**config.mk**
```make
export PLATFORM = sky130hd
export DESIGN_NAME = atan2_mag_cordic
export DESIGN_NICKNAME = d
export VERILOG_FILES = /design/src/rtl/atan2_mag_cordic.sv
export SDC_FILE = /design/constraint.sdc
export NUM_CORES = 2
export LEC_CHECK = 0
export CAP_MARGIN = 20
export CORE_MARGIN = 2
export CORE_UTILIZATION = 45
export CTS_CLUSTER_DIAMETER = 30
export CTS_CLUSTER_SIZE = 24
export DETAILED_ROUTE_END_ITERATION = 8
export PLACE_DENSITY = 0.64
export REMOVE_ABC_BUFFERS = 1
export SLEW_MARGIN = 10
export SYNTH_ARGS = -nofsm -noshare
export SYNTH_HDL_FRONTEND = slang
export SYNTH_SLANG_ARGS = --single-unit
```
**constraint.sdc**
```tcl
create_clock -name clock -period 89.1 [get_ports clock]
set_clock_uncertainty 0.1 [all_clocks]
set_input_delay 22.275 -clock clock [delete_from_list [all_inputs] [get_ports clock]]
set_output_delay 22.275 -clock clock [all_outputs]
set_load 0.01 [all_outputs]
```
**src/rtl/atan2_mag_cordic.sv**
```systemverilog
// rtl/atan2_mag_cordic.sv - pipelined CORDIC vectoring unit: atan2 angle code and magnitude
// Define ATAN2_MAG_GAIN_COMP_EN to add a stage that removes the CORDIC gain from the magnitude.
module atan2_mag_cordic #(
  parameter int IN_BITW  = 12,
  parameter int OUT_BITW = 10,
  parameter int ITER     = 10,
  parameter int GUARD    = 3
) (
  input  logic                      clock,
  input  logic                      reset,
  input  logic                      in_valid,
  output logic                      in_ready,
  input  logic signed [IN_BITW-1:0] in_y,
  input  logic signed [IN_BITW-1:0] in_x,
  output logic                      out_valid,
  input  logic                      out_ready,
  output logic [OUT_BITW-1:0]       out_angle,
  output logic [IN_BITW+1:0]        out_mag
);

  // Fractional bits under the integer grid stop arithmetic-shift truncation from drifting x.
  localparam int  FRAC = 4;
  localparam int  W    = IN_BITW + 3 + FRAC;
  localparam int  ZW   = OUT_BITW + GUARD;
  localparam int  MW   = IN_BITW + 2;
  localparam int  PW   = W + 17;
  localparam real PI   = 3.14159265358979323846;
  localparam logic [PW-1:0] MAG_MAX = {{(PW-MW){1'b0}}, {MW{1'b1}}};

  function automatic logic [ZW-1:0] atan_code(input int i);
    real a;
    a = $atan(2.0 ** (-i)) * (2.0 ** ZW) / (2.0 * PI);
    return ZW'($rtoi(a + 0.5));
  endfunction

  logic                en;
  logic signed [W-1:0] x_d  [0:ITER];
  logic signed [W-1:0] x_q  [0:ITER];
  logic signed [W-1:0] y_d  [0:ITER-1];
  logic signed [W-1:0] y_q  [0:ITER-1];
  logic [ZW-1:0]       z_d  [0:ITER];
  logic [ZW-1:0]       z_q  [0:ITER];
  logic [2:0]          sp_d [0:ITER];
  logic [2:0]          sp_q [0:ITER];
  logic [ITER:0]       v_q;

  assign en       = out_ready | ~out_valid;
  assign in_ready = en;

  logic signed [W-1:0] xe;
  logic signed [W-1:0] ye;
  logic                neg;

  assign xe  = {{3{in_x[IN_BITW-1]}}, in_x, {FRAC{1'b0}}};
  assign ye  = {{3{in_y[IN_BITW-1]}}, in_y, {FRAC{1'b0}}};
  assign neg = in_x[IN_BITW-1];

  assign x_d[0] = neg ? -xe : xe;
  assign y_d[0] = neg ? -ye : ye;
  assign z_d[0] = neg ? {1'b1, {(ZW-1){1'b0}}} : '0;
  // Axis-aligned inputs (and 0,0) get an exact quadrant code that bypasses the accumulator.
  assign sp_d[0] = (in_y == '0) ? {1'b1, neg, 1'b0} :
                   (in_x == '0) ? {1'b1, in_y[IN_BITW-1], 1'b1} : 3'b000;

  for (genvar g = 0; g < ITER; g++) begin : g_stage
    localparam logic [ZW-1:0] A = atan_code(g);
    logic signed [W-1:0] ys;
    logic                dir;

    assign ys  = y_q[g] >>> g;
    assign dir = y_q[g][W-1];
    assign x_d[g+1]  = dir ? x_q[g] - ys : x_q[g] + ys;
    assign z_d[g+1]  = dir ? z_q[g] - A : z_q[g] + A;
    assign sp_d[g+1] = sp_q[g];

    if (g < ITER - 1) begin : g_y
      logic signed [W-1:0] xs;
      assign xs       = x_q[g] >>> g;
      assign y_d[g+1] = dir ? y_q[g] + xs : y_q[g] - xs;
    end
  end

  always_ff @(posedge clock) begin
    if (reset) begin
      v_q <= '0;
    end else if (en) begin
      v_q <= {v_q[ITER-1:0], in_valid};
    end
    if (en) begin
      for (int i = 0; i <= ITER; i++) begin
        x_q[i]  <= x_d[i];
        z_q[i]  <= z_d[i];
        sp_q[i] <= sp_d[i];
      end
      for (int i = 0; i < ITER; i++) begin
        y_q[i] <= y_d[i];
      end
    end
  end

  logic [W-1:0]  xpos;
  logic          lv;
  logic [ZW-1:0] lz;
  logic [2:0]    lsp;
  logic [PW-1:0] mag_full;

  assign xpos = x_q[ITER][W-1] ? '0 : x_q[ITER];

`ifdef ATAN2_MAG_GAIN_COMP_EN
  function automatic int gain_k(input int n);
    real p;
    p = 1.0;
    for (int i = 0; i < n; i++) begin
      p = p / $sqrt(1.0 + 2.0 ** (-2 * i));
    end
    return $rtoi(p * 65536.0 + 0.5);
  endfunction

  localparam int K = gain_k(ITER);

  logic [PW-1:0] p_q;
  logic [ZW-1:0] zg_q;
  logic [2:0]    spg_q;
  logic          vg_q;

  always_ff @(posedge clock) begin
    if (reset) begin
      vg_q <= 1'b0;
    end else if (en) begin
      vg_q <= v_q[ITER];
    end
    if (en) begin
      p_q   <= PW'(xpos) * PW'(K);
      zg_q  <= z_q[ITER];
      spg_q <= sp_q[ITER];
    end
  end

  assign lv       = vg_q;
  assign lz       = zg_q;
  assign lsp      = spg_q;
  assign mag_full = (p_q + (PW'(1) << (15 + FRAC))) >> (16 + FRAC);
`else
  assign lv       = v_q[ITER];
  assign lz       = z_q[ITER];
  assign lsp      = sp_q[ITER];
  assign mag_full = (PW'(xpos) + (PW'(1) << (FRAC - 1))) >> FRAC;
`endif

  logic [ZW-1:0]       zr;
  logic [OUT_BITW-1:0] ang_d;
  logic [MW-1:0]       mag_d;

  assign zr    = lz + ZW'(1 << (GUARD - 1));
  assign ang_d = lsp[2] ? {lsp[1:0], {(OUT_BITW-2){1'b0}}} : OUT_BITW'(zr >> GUARD);
  assign mag_d = (mag_full > MAG_MAX) ? {MW{1'b1}} : mag_full[MW-1:0];

  always_ff @(posedge clock) begin
    if (reset) begin
      out_valid <= 1'b0;
      out_angle <= '0;
      out_mag   <= '0;
    end else if (en) begin
      out_valid <= lv;
      out_angle <= ang_d;
      out_mag   <= mag_d;
    end
  end

endmodule
```
==> results.py <==
metrics = {
    "run_status": {
        "status": "complete, no violations",
    },
    "routing": {
        "wl_per_cell_microns": 15.56,
        "final_antenna_net_count": 0,
        "wirelength_mm": 85.49,
        "viasPerCell": 5.487,
        "num_vias": 30140,
        "drt_drc_violations_left": 0,
        "first_iter_violations": 1660,
        "dr.pass1.iters": 5,
    },
    "final_layout": {
        "nFillCells": 7858,
        "final_area_sq_um": 46290,
        "area_growth_pct": 14.47,
        "final_cell_mix": "495 x edfxtp_1, 445 x ha_1, 405 x nor2_1",
        "layout-drive-gt1-share_pct": 6.029,
        "diodes": 0,
        "final_nets": 4725,
        "layout_commonest_cell": "edfxtp_1",
    },
    "die": {
        "ioPinCount": 54,
        "rows": 109,
        "start_util_pct": 45.55,
        "dieArea_sq_um": 92280,
        "dieHeight_microns": 303.8,
        "core_area_sq_um": 88780,
        "die_width_microns": 303.8,
    },
    "critical_path": {
        "r2r_start": "y_q[4][11]$_DFFE_PP_",
        "crit_path_start_kind": "input port",
        "worst_ep_arrival_time_ns": 24.23,
        "end_kind": "output port",
        "critPathLaunch": "out_ready",
        "crit_required_ns": 66.72,
        "cp_max_fo": 87,
        "path_class": "input port to output port",
    },
    "yosys": {
        "synth-async-reset-ratio_pct": 0,
        "syn_area_sq_um": 40440,
        "netlist_instances": 4109,
        "ys.flop_type": "edfxtp_1",
        "synth.distinct_cells": 87,
        "yosysWarnings": 0,
        "avgSynthCellArea_sq_um": 9.842,
        "synth_seq_cells": 531,
        "seq_area_frac_synth_pct": 38.54,
        "synth_enable_flop_cells": 495,
    },
    "min_path": {
        "hp-class": "flop to flop",
        "hold_start": "sp_q[4][0]$_DFFE_PP_",
    },
    "timing": {
        "fin_crit_sh_pct": 52.30,
        "rsz0062_at_grt": "no",
        "final.min_clock_period_ns": 46.60,
        "setup_violations": 0,
        "relSlewSlack_pct": 33.55,
        "fin_setup_tns_ns": 0,
        "tightestPinTransition_ns": 0.9968,
        "drv_slew": 0,
        "hold_viol": 0,
        "fmax_ghz": 0.02146,
    },
    "grt": {
        "grt_util_all_layers_pct": 18.29,
        "grt_antenna_before_repair": 0,
        "grt_max_degree": 88,
        "grt_pass1_vias": 29010,
        "grt_pass1_wl_mm": 142.5,
        "grt_remaining_overflow": 0,
    },
    "clock_tree": {
        "clk_latency_ns": 0.70,
        "cts_inserted_buffers": 113,
        "cts_buffer_depth": 3,
        "post_cts_buffers": 0,
        "cts_sinks": 531,
        "postCtsHoldBufs": 0,
        "cts_htree_levels": 3,
        "cts.repair.resized": 0,
        "cts_tree": "yes",
        "root_buffer": "clkbuf_16",
        "clkTransAtPathRegs_ns": 0.05,
    },
    "placement": {
        "hpwlAfterDp_mm": 65.25,
        "place_congestion": 0.8764,
        "io_buffers": 53,
        "placed_area_sq_um": 42330,
    },
    "run": {
        "cap_viol_max_count": 0,
    },
}
==> metal layers <==
metal	track usage, %	share of wire [%]	up-vias
met5	0	0	-
met4	6.132	2.8	0
met3	2.695	3.5	170
met2	32.00	48	475
met1	23.11	45	14070
li1	-	-	15430
==> through the flow <==
step	util, %	worst slack (ns)	hold WS, ns	cells
2_1_floorplan	-	34.17	0.3003	4043
3_3_place_gp	47.67	42.51	0.3011	5281
3_5_place_dp	47.67	42.49	0.3045	5281
4_1_cts	52.13	42.49	0.3029	5493
5_1_grt	52.14	42.39	0.3117	5494
6_report	52.14	42.50	0.3059	5494
==> path summary, 6_finish.rpt <==
path | depth (start not counted) | endpoint | slack (ns)
max | 5 | in_ready | 42.50
min | 0 | sp_q[5][0]$_DFFE_PP_ | 0.31
max reg2reg | 13 | x_q[5][18]$_DFFE_PP_ | 84.52
min reg2reg | 0 | sp_q[5][0]$_DFFE_PP_ | 0.31
==> cells in the mapped netlist (11+ instances only) <==
library cell | n | area, sq um
edfxtp_1 | 495 | 14860
ha_1 | 445 | 5568
nor2_1 | 405 | 1520
xnor2_1 | 361 | 3162
a21oi_1 | 338 | 1692
inv_1 | 236 | 885.9
xor2_1 | 198 | 1734
o21ai_0 | 183 | 915.9
nand2_1 | 182 | 683.2
nor3_1 | 131 | 655.6
a21o_1 | 107 | 803.3
nand3_1 | 70 | 350.3
nand2b_1 | 65 | 406.6
nor2b_1 | 64 | 400.4
o21a_1 | 64 | 480.5
o21bai_1 | 55 | 412.9
clkbuf_1 | 53 | 198.9
a211oi_1 | 48 | 360.4
a31oi_1 | 45 | 281.5
nor4_1 | 40 | 250.2
dfxtp_1 | 36 | 720.7
and3_1 | 30 | 187.7
nand4_1 | 26 | 162.7
or4_1 | 26 | 195.2
and2_1 | 23 | 143.9
o31ai_1 | 22 | 165.2
mux2i_1 | 21 | 210.2
or3_1 | 21 | 131.4
fa_1 | 20 | 400.4
o211ai_1 | 20 | 150.1
a21boi_0 | 19 | 142.6
o41ai_1 | 17 | 148.9
nand3b_1 | 16 | 120.1
nor3b_1 | 15 | 112.6
a22oi_1 | 14 | 105.1
mux2_2 | 14 | 157.7
buf_1 | 13 | 48.80
o31a_1 | 12 | 105.1
or2_2 | 12 | 75.07
o311ai_0 | 11 | 96.34
==> critical path, cell delays in order <==
cell and delay, ns:
clkdlybuf4s50_1 0.47, nor2b_2 0.04, buf_4 0.23, inv_8 0.44, clkdlybuf4s50_1 0.66
==> final cells by class <==
type,instances,area [sq um],share of cell area (%)
Multi-Input combinational cell,3275,23710,51.21
Inverter,237,897.1,1.938
Clock inverter,92,1085,2.343
Clock buffer,120,2875,6.211
Timing Repair Buffer,74,685.7,1.481
Sequential cell,531,15580,33.67
Tap cell,1165,1458,3.149
==> registers in the layout, summed over array words and instances, names as in the netlist <==
name,cells
v_q,11
y_q,167
sp_q,33
out_angle,10
out_mag,14
out_valid,1
x_q,193
z_q,102
==> cells by family after synthesis <==
| kind of cell | after synthesis | synth area share [%] |
|---|---|---|
| simple gates | 1155 | 14.02 |
| compound gates | 1057 | 16.75 |
| xor+xnor | 560 | 12.15 |
| flops | 531 | 38.54 |
| fa+ha+maj | 465 | 14.76 |
| buf+inv | 305 | 2.865 |
| mux | 35 | 0.9096 |
| other cells | 1 | 0.009273 |
Power is left out: the tool's default activity adds up to more than one toggle a clock period on the data nets, which glitch-free logic cannot reach.
